**src/rtl/measurement_pkg.sv**
```systemverilog
// Shared types and field positions for the measurement sequencer and its detector config word.
package measurement_pkg;

  localparam int unsigned PERIODS_LSB    = 0;
  localparam int unsigned PERIODS_WIDTH  = 8;
  localparam int unsigned FILTER_RST_BIT = 31;

  typedef enum logic [2:0] {
    IDLE    = 3'd0,
    FLUSH   = 3'd1,
    ARM     = 3'd2,
    MEASURE = 3'd3,
    DONE    = 3'd4
  } state_t;

  // A request for zero periods means a single period.
  function automatic logic [PERIODS_WIDTH-1:0] norm_periods(input logic [PERIODS_WIDTH-1:0] p);
    return (p == '0) ? PERIODS_WIDTH'(1) : p;
  endfunction

endpackage

```
**src/rtl/meas_timeout_counter.sv**
```systemverilog
// Cycle counter for the ARM/MEASURE window; expired flags the last allowed cycle.
module meas_timeout_counter #(
  parameter int unsigned WIDTH = 32
) (
  input  logic             clk,
  input  logic             rst,
  input  logic             clear,
  input  logic             enable,
  input  logic [WIDTH-1:0] limit,
  output logic             expired
);

  localparam int unsigned EXT_W = WIDTH + 1;

  logic [WIDTH-1:0] count;
  logic [EXT_W-1:0] count_inc;

  always_ff @(posedge clk or posedge rst) begin
    if (rst) begin
      count <= '0;
    end else if (clear) begin
      count <= '0;
    end else if (enable) begin
      count <= count + WIDTH'(1);
    end
  end

  // Extra bit keeps the compare correct at the top of the count range.
  assign count_inc = EXT_W'(count) + EXT_W'(1);
  assign expired   = enable && (limit != '0) && (count_inc >= EXT_W'(limit));

endmodule

```
**src/rtl/measurement_sequencer.sv**
```systemverilog
// Sequences a zero-crossing detector: filter flush, arm, integration window, result capture, timeout.
module measurement_sequencer
  import measurement_pkg::*;
#(
  parameter int unsigned REG_WIDTH    = 32,
  parameter int unsigned FLUSH_CYCLES = 2,
  parameter int unsigned COUNT_WIDTH  = 16
) (
  input  logic                   clk,
  input  logic                   rst,
  input  logic                   ctrl_start,
  input  logic                   ctrl_continuous,
  input  logic                   ctrl_abort,
  input  logic [7:0]             ctrl_periods,
  input  logic [REG_WIDTH-1:0]   timeout_limit,
  output logic [REG_WIDTH-1:0]   zcd_config,
  input  logic                   zcd_data_valid,
  input  logic [REG_WIDTH-1:0]   zcd_number_samples,
  input  logic                   zcd_int_start,
  input  logic                   zcd_int_stop,
  output logic                   integ_enable,
  output logic                   result_valid,
  output logic [REG_WIDTH-1:0]   result_samples,
  output logic [COUNT_WIDTH-1:0] result_count,
  output logic                   busy,
  output logic                   irq,
  input  logic                   irq_ack,
  output logic                   status_timeout
);

  localparam int unsigned FLUSH_LAST = (FLUSH_CYCLES > 0) ? FLUSH_CYCLES - 1 : 0;
  localparam int unsigned FLUSH_W    = (FLUSH_LAST > 0) ? $clog2(FLUSH_LAST + 1) : 1;
  localparam logic [REG_WIDTH-1:0] CFG_RESET =
    (REG_WIDTH'(1) << FILTER_RST_BIT) | REG_WIDTH'(1);

  state_t                 state, state_next;
  logic [FLUSH_W-1:0]     flush_cnt, flush_next;
  logic [REG_WIDTH-1:0]   cfg_next;
  logic [REG_WIDTH-1:0]   samples_next;
  logic [COUNT_WIDTH-1:0] count_next;
  logic                   integ_next, rv_next, irq_next, to_next, busy_next;
  logic                   capture, to_set, to_clr;
  logic                   in_window, expired;

  assign in_window = (state == ARM) || (state == MEASURE);

  meas_timeout_counter #(
    .WIDTH (REG_WIDTH)
  ) u_timeout (
    .clk     (clk),
    .rst     (rst),
    .clear   (!in_window),
    .enable  (in_window),
    .limit   (timeout_limit),
    .expired (expired)
  );

  always_ff @(posedge clk or posedge rst) begin
    if (rst) begin
      state          <= IDLE;
      flush_cnt      <= '0;
      zcd_config     <= CFG_RESET;
      integ_enable   <= 1'b0;
      result_valid   <= 1'b0;
      result_samples <= '0;
      result_count   <= '0;
      busy           <= 1'b0;
      irq            <= 1'b0;
      status_timeout <= 1'b0;
    end else begin
      state          <= state_next;
      flush_cnt      <= flush_next;
      zcd_config     <= cfg_next;
      integ_enable   <= integ_next;
      result_valid   <= rv_next;
      result_samples <= samples_next;
      result_count   <= count_next;
      busy           <= busy_next;
      irq            <= irq_next;
      status_timeout <= to_next;
    end
  end

  always_comb begin
    state_next   = state;
    flush_next   = '0;
    cfg_next     = zcd_config;
    integ_next   = integ_enable;
    rv_next      = 1'b0;
    samples_next = result_samples;
    count_next   = result_count;
    capture      = 1'b0;
    to_set       = 1'b0;
    to_clr       = 1'b0;

    case (state)
      IDLE: begin
        if (ctrl_start) begin
          state_next = FLUSH;
          cfg_next[PERIODS_LSB +: PERIODS_WIDTH] = norm_periods(ctrl_periods);
          to_clr = 1'b1;
        end
      end
      FLUSH: begin
        if (flush_cnt == FLUSH_W'(FLUSH_LAST)) begin
          state_next = ARM;
        end else begin
          flush_next = flush_cnt + FLUSH_W'(1);
        end
      end
      ARM: begin
        if (expired) begin
          state_next = IDLE;
          to_set     = 1'b1;
        end else if (zcd_int_start && zcd_data_valid) begin
          state_next = DONE;
          capture    = 1'b1;
        end else if (zcd_int_start) begin
          state_next = MEASURE;
          integ_next = 1'b1;
        end
      end
      MEASURE: begin
        if (expired) begin
          state_next = IDLE;
          to_set     = 1'b1;
        end else if (zcd_data_valid) begin
          state_next = DONE;
          capture    = 1'b1;
        end else if (zcd_int_stop) begin
          integ_next = 1'b0;
        end
      end
      DONE: begin
        state_next = ctrl_continuous ? ARM : IDLE;
      end
      default: begin
        state_next = IDLE;
      end
    endcase

    // Abort overrides everything, including a start or a result in the same cycle.
    if (ctrl_abort) begin
      state_next = IDLE;
      flush_next = '0;
      cfg_next   = zcd_config;
      capture    = 1'b0;
      to_set     = 1'b0;
      to_clr     = 1'b0;
    end

    if (capture) begin
      rv_next      = 1'b1;
      samples_next = zcd_number_samples;
      count_next   = result_count + COUNT_WIDTH'(1);
    end

    if (state_next != MEASURE) begin
      integ_next = 1'b0;
    end

    cfg_next[FILTER_RST_BIT] = (state_next == IDLE) || (state_next == FLUSH);
    busy_next = (state_next != IDLE);

    // Sticky flags: a new set wins over an acknowledge in the same cycle.
    irq_next = (capture || to_set) ? 1'b1 : (irq_ack ? 1'b0 : irq);
    to_next  = to_set ? 1'b1 : ((irq_ack || to_clr) ? 1'b0 : status_timeout);
  end

endmodule
```
**config.mk**
```make
export PLATFORM = sky130hd
export DESIGN_NAME = measurement_sequencer
export DESIGN_NICKNAME = d
export VERILOG_FILES = /design/src/rtl/measurement_pkg.sv /design/src/rtl/meas_timeout_counter.sv /design/src/rtl/measurement_sequencer.sv
export SDC_FILE = /design/constraint.sdc
export NUM_CORES = 1
export LEC_CHECK = 0
export CAP_MARGIN = 10
export CELL_PAD_IN_SITES_DETAIL_PLACEMENT = 1
export CELL_PAD_IN_SITES_GLOBAL_PLACEMENT = 2
export CORE_UTILIZATION = 29
export CTS_BUF_LIST = sky130_fd_sc_hd__clkbuf_4 sky130_fd_sc_hd__clkbuf_8 sky130_fd_sc_hd__clkbuf_16
export DETAILED_ROUTE_END_ITERATION = 12
export PLACE_DENSITY = 0.87
export SLEW_MARGIN = 10
export SYNTH_ARGS = -nofsm -noshare
export SYNTH_HDL_FRONTEND = slang
export SYNTH_SLANG_ARGS = --single-unit
```
**constraint.sdc**
```tcl
create_clock -name clk -period 4.05 [get_ports clk]
set_input_delay 0.81 -clock clk [delete_from_list [all_inputs] [get_ports clk]]
set_output_delay 0.81 -clock clk [all_outputs]
set_load 0.01 [all_outputs]
```
==> results of run 1 <==
critical path, cell delays in order (launching register included):
cell       delay (ns)
dfrtp_1          0.40
nand4_4          0.11
nor4_2           0.28
buf_4            0.16
and2_0           0.17
buf_4            0.16
nand4_1          0.11
xnor2_1          0.16
ha_1             0.30
nand4_1          0.16
nor4bb_1         0.37
buf_4            0.18
nor2b_1          0.16
a2111oi_2        0.07
o211a_1          0.24
o21ba_4          0.23
buf_12           0.16
and4_1           0.19
xor2_1           0.14
flip-flops by register name, summed over array words and instances, names as in the netlist:
| register | cells |
|---|---|
| busy | 1 |
| irq | 1 |
| flush_cnt | 1 |
| zcd_config | 9 |
| state | 3 |
| status_timeout | 1 |
| result_count | 16 |
| u_timeout.count | 32 |
| result_samples | 32 |
| result_valid | 1 |
| integ_enable | 1 |
how the worst min path moves through the flow:
stage / from / endpoint / cells past startpoint
floorplan: u_timeout.count[0]$_DFF_PP0_ / u_timeout.count[0]$_DFF_PP0_ / 1
global placement: result_count[15]$_DFFE_PP0P_ / result_count[15]$_DFFE_PP0P_ / 1
detailed placement: result_count[13]$_DFFE_PP0P_ / result_count[13]$_DFFE_PP0P_ / 1
CTS: result_count[13]$_DFFE_PP0P_ / result_count[13]$_DFFE_PP0P_ / 1
global route: result_count[13]$_DFFE_PP0P_ / result_count[13]$_DFFE_PP0P_ / 1
finish: result_count[12]$_DFFE_PP0P_ / result_count[12]$_DFFE_PP0P_ / 1
metrics by stage:
| step | instances | total power [uW] |
|---|---|---|
| after CTS | 898 | 2550 |
| after global placement | 882 | 1550 |
| after detailed placement | 882 | 1570 |
| after global routing | 901 | 2620 |
| final | 901 | 2510 |
| after floorplan | 513 | 1290 |
cells by family (layout without fill, tap and decap cells):
family / after synthesis / in the layout / share of synthesized area [%]
AOI/OAI and AO/OA: 33 / 33 / 4.12
adders and majority gates: 34 / 34 / 8.00
and+or+nand+nor: 169 / 169 / 18.2
muxes: 41 / 41 / 8.94
xor gates and xnor gates: 45 / 45 / 7.41
DFF: 98 / 98 / 46.2
buffers and inverters: 70 / 229 / 7.13
other: 1 / 23 / 0.0705
metal layers:
| layer | vias to the layer above | share of wire [%] | wire length [um] |
|---|---|---|---|
| met5 | - | 0 | 0 |
| met4 | 0 | 1.8 | 264 |
| met3 | 15 | 7.3 | 1070 |
| met2 | 114 | 50 | 7340 |
| met1 | 2077 | 41 | 5950 |
| li1 | 1992 | - | - |
Yosys cell counts (all sizes together), types with 3 or more instances:
cell,number,area share (%)
buf,29,4.2
xnor2,33,5.4
nand3,22,2.1
nand2,33,2.3
nor2b,34,4.0
clkbuf,3,0.21
and4,6,0.99
nor4,12,1.7
dfrtp,96,45
a21oi,12,1.1
and3,9,1.1
nand4,20,2.6
ha,34,8.0
mux2,40,8.8
nor2,15,1.1
and2,5,0.59
o21ai,9,0.85
inv,38,2.7
nor3,5,0.47
xor2,12,2.0
what timing repair did:
item                                    4_1_cts  5_1_grt
buffers inserted                              0        3
endpoints found under the hold margin         0        0
gates resized for setup                       0       12
endpoints found under the setup margin        0       47
hold buffers                                  0        0
power by group through the flow:
stage	registers [uW]	clock network (uW)	logic, uW
finish	1100	967	440
detailed placement	1120	0	443
global route	1110	1030	476
floorplan	1150	0	143
CTS	1110	993	447
global placement	1120	0	429
cell type report:
| cell class | instances | area (sq um) | share of cell area, % |
|---|---|---|---|
| Sequential cell | 98 | 2450 | 32.6 |
| Clock inverter | 7 | 109 | 1.44 |
| Inverter | 38 | 145 | 1.93 |
| Clock buffer | 9 | 225 | 2.99 |
| Timing Repair Buffer | 175 | 1700 | 22.5 |
| Tap cell | 229 | 287 | 3.80 |
| Multi-Input combinational cell | 345 | 2620 | 34.8 |
cells in the final DEF (no fill, tap or decap), types with 2 or more instances in the layout:
| cell | n |
|---|---|
| buf_12 | 2 |
| xnor2_2 | 2 |
| clkinv_4 | 2 |
| nor4_1 | 10 |
| nor3_1 | 5 |
| o211a_1 | 2 |
| inv_8 | 2 |
| buf_4 | 30 |
| nand2_1 | 33 |
| bufinv_16 | 2 |
| nand4_1 | 19 |
| clkbuf_16 | 9 |
| conb_1 | 23 |
| nand3b_1 | 2 |
| and2_1 | 4 |
| nor2b_1 | 34 |
| o21ai_0 | 9 |
| and4_1 | 6 |
| mux2_4 | 4 |
| and3_1 | 9 |
| mux2_2 | 36 |
| xor2_1 | 12 |
| dfrtp_1 | 96 |
| a21oi_1 | 12 |
| nor2_1 | 14 |
| a221oi_2 | 2 |
| nand2b_1 | 2 |
| xnor2_1 | 31 |
| nand3_1 | 20 |
| ha_1 | 34 |
| nand3_2 | 2 |
| clkdlybuf4s50_1 | 142 |
| inv_1 | 37 |
| dfstp_2 | 2 |
==> results.toml, run 1 <==
[critical_path]
worstRegToRegCells = 18
timing.rr.end = "result_count[13]$_DFFE_PP0P_"
crit_path_max_fanout = 23
cp.required_ns = 4.29
crit_path_end_kind = "flop"
path_class = "flop to flop"
worstReg2RegStart = "u_timeout.count[5]$_DFF_PP0_"
worstSetupEndpoint = "result_count[13]$_DFFE_PP0P_"
r2r_setup_slack_ns = 0.20
crit_path_start_kind = "flop"
arrival_ns = 4.10
setup.worst_path.start = "u_timeout.count[5]$_DFF_PP0_"

[finish]
area_growth_pct = 41.8
layout.nets = 782
diodes = 0
final_core_util_pct = 42.0
nFillCells = 1989
postLayoutCellArea_sq_mm = 0.00754
drive_above_1_share_pct = 15.9

[yosys]
synth-seq-cells = 98
ys_async_sr_fraction_pct = 100
synth_enable_flop_cells = 0
synth_cell_types = 44
synthCells = 491
avgSynthCellArea_sq_um = 10.8
syn_area_sq_mm = 0.00532
synth_warnings = 0
synthFlopType = "dfrtp_1"
yosysSeqAreaShare_pct = 46.2

[power_and_ir_drop]
p_comb_share_pct = 17.5
internal-power_uw = 1880
clkPwrFrac_pct = 38.5
seqPwrFrac_pct = 44.0
p_sw_uw = 634
cellLeakagePower_uw = 0.00353
peakVddDrop_uv = 221
p_sw_share_pct = 25.2
power_density_mw_per_mm2 = 333

[drt]
viasPerCell = 4.66
drc = 0
drt_iter0_drc = 118
antenna_left = 0
routed-via-count = 4198
avgRoutedWirePerCell_um = 16.2
drt_pass1_iterations = 6
drt-total-wl_um = 14600

[cts]
cts_tree = "done"
clock_latency_ns = 0.35
cts_made_buffers = 9
htreeDepth = 3
cts_buffer_depth = 2
ctsRootBufferMaster = "clkbuf_16"
cts.sinks = 98
clk_pin_slew_ns = 0.08

[floorplan]
die-area_sq_mm = 0.0189
die_w_um = 137
chipHeight_um = 137
coreArea_sq_mm = 0.0180
initial_core_util_pct = 29.6
pin_count = 166
core.rowCount = 49

[run]
max-cap-violations = 0

[min_path]
min_path_type = "flop to flop"

[global_routing]
gr-total-overflow = 0
grt_pass1_wl_um = 23800
antenna_found_initial = 0
met3_usage_pct = 5.63
grt_util_met1_pct = 19.0
grt_use_total_pct = 16.5
grt_pass1_vias = 4717
top_usage_layer = "met2"
grt_start_max_net_pins = 57
grt_use_met2_pct = 28.4

[timing]
fin_setup_tns_ns = 0
skew_ns = 0.0126
report.final.slew_viol_count = 0
period_needed_ns = 3.85
setup_viol = 0
rsz0062_at_grt = "true"
slew_headroom_pct = 57.1
hold_slack_ns = 0.489
tightestPinTransition_ns = 0.638
fmax_mhz = 260
fin_ws_ns = 0.198
finalCritPeriodShare_pct = 95.1
final_hold_viol_count = 0

[place]
io_buffers = 142
gp_congestion = 0.779
preCtsSetupSlack_ns = 0.0645
dp_hpwl_um = 11500
placed_cell_area_sq_mm = 0.00712

[outcome]
status = "complete, no violations"
No activity file was read; power rests on OpenSTA's default activity.
==> inputs of run 2 (changes only) <==
--- a/config.mk
+++ b/config.mk
@@ -8,10 +8,10 @@
 export CAP_MARGIN = 10
 export CELL_PAD_IN_SITES_DETAIL_PLACEMENT = 1
 export CELL_PAD_IN_SITES_GLOBAL_PLACEMENT = 2
-export CORE_UTILIZATION = 29
+export CORE_UTILIZATION = 26
 export CTS_BUF_LIST = sky130_fd_sc_hd__clkbuf_4 sky130_fd_sc_hd__clkbuf_8 sky130_fd_sc_hd__clkbuf_16
 export DETAILED_ROUTE_END_ITERATION = 12
-export PLACE_DENSITY = 0.87
+export PLACE_DENSITY = 0.82
 export SLEW_MARGIN = 10
 export SYNTH_ARGS = -nofsm -noshare
 export SYNTH_HDL_FRONTEND = slang
==> constraint.sdc (replaced) <==
create_clock -name clk -period 3.3 [get_ports clk]
set_input_delay 0.66 -clock clk [delete_from_list [all_inputs] [get_ports clk]]
set_output_delay 0.66 -clock clk [all_outputs]
set_load 0.01 [all_outputs]
==> run 2 against run 1 <==
  * Fmax up 0.80%
  * Final cell count up 11%
  * Flip-flop and latch count unchanged
  * Critical endpoint is now result_samples[1]$_DFFE_PP0P_
  * Non-clock buffer count up 62
  * Routed wire length up 11%
  * Global-route usage down 0.32 points
  * Clock power up 12%
  * Via count up 5.8%
  * Worst setup slack worse by 0.72 ns
  * Critical path depth down 1
  * Register-to-register slack worse by 0.72 ns
  * The run now ends with setup timing left
==> results.toml, run 2 (synthesized netlist as in run 1, its figures left out) <==
[timing]
setup_viol = 57
skew_ns = 0.00786
finalCritPeriodShare_pct = 116
fin_setup_tns_ns = -22.30
period_needed_ns = 3.82
fin_ws_ns = -0.522
slew_headroom_pct = 55.6
rsz0062_at_grt = "true"
final_hold_viol_count = 0
tightestPinTransition_ns = 0.666
fmax_mhz = 262
report.final.slew_viol_count = 0

[outcome]
violations = "setup timing"
status = "complete, but fails checks"

[power_and_ir_drop]
cellLeakagePower_uw = 0.00392
finalPower_uw = 3000
peakVddDrop_uv = 236
power_density_mw_per_mm2 = 362

[drt]
avgRoutedWirePerCell_um = 16.3
antenna_left = 0
drt-total-wl_um = 16300
drt_iter0_drc = 106
drt_pass1_iterations = 4
drc = 0
routed-via-count = 4440
viasPerCell = 4.45

[critical_path]
path_class = "flop to flop"
arrival_ns = 4.06
crit_path_max_fanout = 6
crit_path_start_kind = "flop"
crit_path_end_kind = "flop"
cp.required_ns = 3.54

[finish]
layout_commonest_cell = "clkdlybuf4s50_1"
reg_top3 = "result_samples x32, u_timeout.count x32, result_count x16"
final_core_util_pct = 42.0
postLayoutCellArea_sq_mm = 0.00830
diodes = 0
stdcell_count = 998
final_cell_mix = "clkdlybuf4s50_1 (142), dfrtp_1 (95), buf_4 (82)"
area_growth_pct = 56.1
layout.nets = 844
drive_above_1_share_pct = 27.0

[cts]
cts_made_buffers = 9
htreeDepth = 3
ctsRootBufferMaster = "clkbuf_16"
clk_pin_slew_ns = 0.07
cts_buffer_depth = 2
cts.sinks = 98
clock_latency_ns = 0.35
hold_buffers = 0
cts_tree = "done"

[place]
placed_cell_area_sq_mm = 0.00751
gp_congestion = 0.753
io_buffers = 142
dp_hpwl_um = 12100
dp.cells = 960

[global_routing]
grt_pass1_wl_um = 26900
grt_pass1_vias = 5191
antenna_found_initial = 0
grt_start_max_net_pins = 51
grt_use_total_pct = 16.1
gr-total-overflow = 0

[floorplan]
core.rowCount = 51
coreArea_sq_mm = 0.0198
initial_core_util_pct = 26.9
pin_count = 166
chipHeight_um = 145
die-area_sq_mm = 0.0210
die_w_um = 145

[min_path]
min_path_type = "flop to flop"

[run]
max-cap-violations = 0
[run 2: stage by stage]
step	hold slack, ns	worst slack, ns
after floorplan	0.478	-0.169
after global placement	0.464	-0.843
after detailed placement	0.462	-0.948
after CTS	0.476	-0.453
after global routing	0.502	-0.665
final	0.469	-0.522
[run 2: final timing paths]
kind	from	end	slack [ns]	depth (start not counted)
worst min register to register	result_count[15]$_DFFE_PP0P_	result_count[15]$_DFFE_PP0P_	0.47	1
worst max register to register	u_timeout.count[3]$_DFF_PP0_	result_samples[1]$_DFFE_PP0P_	-0.52	17
worst min-delay path	result_count[15]$_DFFE_PP0P_	result_count[15]$_DFFE_PP0P_	0.47	1
min in group asynchronous	rst	result_samples[30]$_DFFE_PP0P_	0.76	2
worst max-delay path	u_timeout.count[3]$_DFF_PP0_	result_samples[1]$_DFFE_PP0P_	-0.52	17
max in group asynchronous	rst	result_count[12]$_DFFE_PP0P_	1.75	3
[run 2: worst max-delay path: stages, from the launching register on]
cell       delay (ns)
dfrtp_1          0.39
nand4_1          0.16
buf_4            0.18
nor4_4           0.14
and2_4           0.20
nand4_1          0.14
xnor2_2          0.18
ha_1             0.30
nand4_1          0.16
nor4bb_2         0.36
buf_4            0.18
nor2b_4          0.17
a2111oi_4        0.06
o211a_1          0.28
o21ba_4          0.26
buf_12           0.14
buf_16           0.12
mux2_4           0.28
[run 2: repair_timing]
action	in CTS	in global routing
resized for setup	38	25
pin swaps	13	18
buffers inserted	16	8
cloned	2	0
endpoints found under the setup margin	57	57
[run 2: routing by layer]
metal	GRT usage, %	part of all wire (%)	vias up
li1	-	-	2113
met1	17.5	40	2194
met2	29.6	51	120
met3	5.75	6.9	13
met4	3.72	1.2	0
met5	0	0	-
[run 2: area by class of cell]
type                    instances  area, sq um
fillers                      2180        11500
flip-flops and latches         98         2460
well taps                     265          332
multi-input cells             345         2860
clock buffers                  10          233
inverters                      38          145
repair buffers                237         2220
clock inverters                 5         63.8
[run 2: where the power goes]
part / switching [uW] / internal, uW
Clock: 483 / 598
Combinational: 221 / 345
Sequential: 61.9 / 1300
Total: 766 / 2240
==> inputs of run 3 (changes only) <==
--- a/config.mk
+++ b/config.mk
@@ -12,6 +12,7 @@
 export CTS_BUF_LIST = sky130_fd_sc_hd__clkbuf_4 sky130_fd_sc_hd__clkbuf_8 sky130_fd_sc_hd__clkbuf_16
 export DETAILED_ROUTE_END_ITERATION = 12
 export PLACE_DENSITY = 0.82
+export SETUP_SLACK_MARGIN = 0.5
 export SLEW_MARGIN = 10
 export SYNTH_ARGS = -nofsm -noshare
 export SYNTH_HDL_FRONTEND = slang
==> run 3 against run 2 <==
  * The flow still finishes with violations (setup timing)
  * Worst setup slack improved by 0.025 ns
  * Critical endpoint is now result_count[13]$_DFFE_PP0P_
  * Sequential share of layout area down 0.26 points
  * Critical path type unchanged
  * Register-to-register slack improved by 0.02 ns
  * Die area did not move
==> results.toml, run 3 (synthesized netlist as in run 1, its figures left out) <==
[outcome]
status = "complete, but fails checks"
violations = "setup timing"

[critical_path]
path_class = "flop to flop"
crit_family = "simple AND/OR/NAND/NOR gates"
crit_path_start_kind = "flop"
cp.required_ns = 3.55
cpMostUsedCell = "nand4_1"
worst_path_largest_cell_delay_ns = 0.41
crit_path_end_kind = "flop"
arrival_ns = 4.05
critPathSlowestCell = "dfrtp_1"
cp_cell_sequence = "nand4_4 > nor4_4 > and2_4 > nand4_1 > xnor2_2 > ha_1 > nand4_1 > nor4bb_2 > buf_4 > nor2b_4 > a2111oi_4 > o211a_1 > o21ba_4 > buf_12 > buf_16 > and4_1 > xor2_1"
crit_path_max_fanout = 5
cp.buffers_inverters = 3

[power_and_ir_drop]
finalPower_uw = 2970
p_sw_share_pct = 26.6
clkPwrFrac_pct = 35.7
peakVddDrop_uv = 338
power_density_mw_per_mm2 = 355
seqPwrFrac_pct = 45.6
internal-power_uw = 2180
p_comb_share_pct = 18.8
p_sw_uw = 790
cellLeakagePower_uw = 0.00399

[finish]
drive_above_1_share_pct = 26.9
reg_top3 = "result_samples x32, u_timeout.count x32, result_count x16"
diodes = 0
layout_commonest_cell = "clkdlybuf4s50_1"
final_core_util_pct = 42.3
area_growth_pct = 57.5
layout.nets = 839
final_cell_mix = "clkdlybuf4s50_1 (142), dfrtp_1 (96), buf_4 (72)"

[cts]
cts_buffer_depth = 2
clock_latency_ns = 0.36
ctsRootBufferMaster = "clkbuf_16"
cts.sinks = 98
cts_tree = "done"
clk_pin_slew_ns = 0.08
htreeDepth = 3
hold_buffers = 0
cts_made_buffers = 9

[timing]
skew_ns = 0.0148
tightestPinTransition_ns = 0.673
report.final.slew_viol_count = 0
fin_ws_ns = -0.497
fin_setup_tns_ns = -22.07
hold_slack_ns = 0.483
rsz0062_at_grt = "true"
final_hold_viol_count = 0
period_needed_ns = 3.80
finalCritPeriodShare_pct = 115
fmax_mhz = 263
setup_viol = 57
slew_headroom_pct = 55.1

[drt]
drt_pass1_iterations = 4
viasPerCell = 4.46
avgRoutedWirePerCell_um = 15.9
antenna_left = 0
dr_wl_met2_um = 8270
wl_met1_um = 6290
drt_iter0_drc = 69
wl_met3_um = 1040
routed-via-count = 4430
top_layer = "met4"
drt-total-wl_um = 15800
drc = 0

[global_routing]
grt_pass1_vias = 5145
grt_use_total_pct = 15.5
grt_pass1_wl_um = 26000
gr-total-overflow = 0
antenna_found_initial = 0
grt_start_max_net_pins = 99

[place]
gp_congestion = 0.790
io_buffers = 142
preCtsSetupSlack_ns = -0.645
dp_hpwl_um = 11800

[floorplan]
coreArea_sq_mm = 0.0198
chipHeight_um = 145
core.rowCount = 51
pin_count = 166
die_w_um = 145
initial_core_util_pct = 26.9
die-area_sq_mm = 0.0210

[run]
max-cap-violations = 0

[min_path]
min_path_type = "flop to flop"
[run 3: cell types whose count changed in the layout (fill, tap and decap cells not counted), moves of 2 or more]
cell,change
xnor2_1,-8
nand2_2,-2
buf_4,-10
buf_6,-2
buf_12,+3
mux2_2,+3
mux2_4,-3
buf_8,+2
xnor2_2,+9
[run 3: power by group through the flow]
stage / logic [uW] / registers (uW) / clock network [uW]
final: 559 / 1350 / 1060
after global routing: 602 / 1370 / 1140
after CTS: 560 / 1360 / 1110
after detailed placement: 553 / 1380 / 0
after global placement: 540 / 1370 / 0
after floorplan: 177 / 1410 / 0
[run 3: path summary, 6_finish.rpt]
| kind | start | to | slack [ns] | cells after the start |
|---|---|---|---|---|
| min | zcd_config[0]$_DFFE_PP1P_ | zcd_config[0]$_DFFE_PP1P_ | 0.48 | 2 |
| max reg2reg | u_timeout.count[7]$_DFF_PP0_ | result_count[13]$_DFFE_PP0P_ | -0.50 | 17 |
| min reg2reg | zcd_config[0]$_DFFE_PP1P_ | zcd_config[0]$_DFFE_PP1P_ | 0.48 | 2 |
| max in group asynchronous | rst | irq$_DFFE_PP0P_ | 2.05 | 3 |
| max | u_timeout.count[7]$_DFF_PP0_ | result_count[13]$_DFFE_PP0P_ | -0.50 | 17 |
| min in group asynchronous | rst | result_samples[18]$_DFFE_PP0P_ | 0.77 | 3 |
[run 3: layer usage]
metal / GRT usage, % / vias up
li1: - / 2103
met1: 17.0 / 2186
met2: 27.7 / 124
met3: 5.03 / 17
met4: 5.37 / 0
met5: 0 / -
[run 3: area by class of cell]
class                           instances  area (sq um)
Clock buffer                           10           239
Timing Repair Buffer                  232          2260
Tap cell                              265           332
Clock inverter                          6          55.1
Fill cell                            2197         11400
Inverter                               38           146
Sequential cell                        98          2450
Multi-Input combinational cell        345          2880
[run 3: tightest hold or removal path, delay by kind of cell (launching register included)]
kind            cells  cell delay (ns)
flops               1             0.37
compound gates      1             0.07
simple gates        1             0.04
[run 3: stage by stage]
step / area (sq um) / std cells
finish: 8370 / 994
global route: 8370 / 994
CTS: 8150 / 989
detailed placement: 7510 / 959
global placement: 7510 / 959
floorplan: 5440 / 513
[run 3: what timing repair did]
| action | CTS | global route |
|---|---|---|
| setup endpoints to repair | 57 | 57 |
| gates cloned | 2 | 1 |
| pin swaps | 28 | 21 |
| resized for setup | 40 | 27 |
| setup buffers | 12 | 4 |
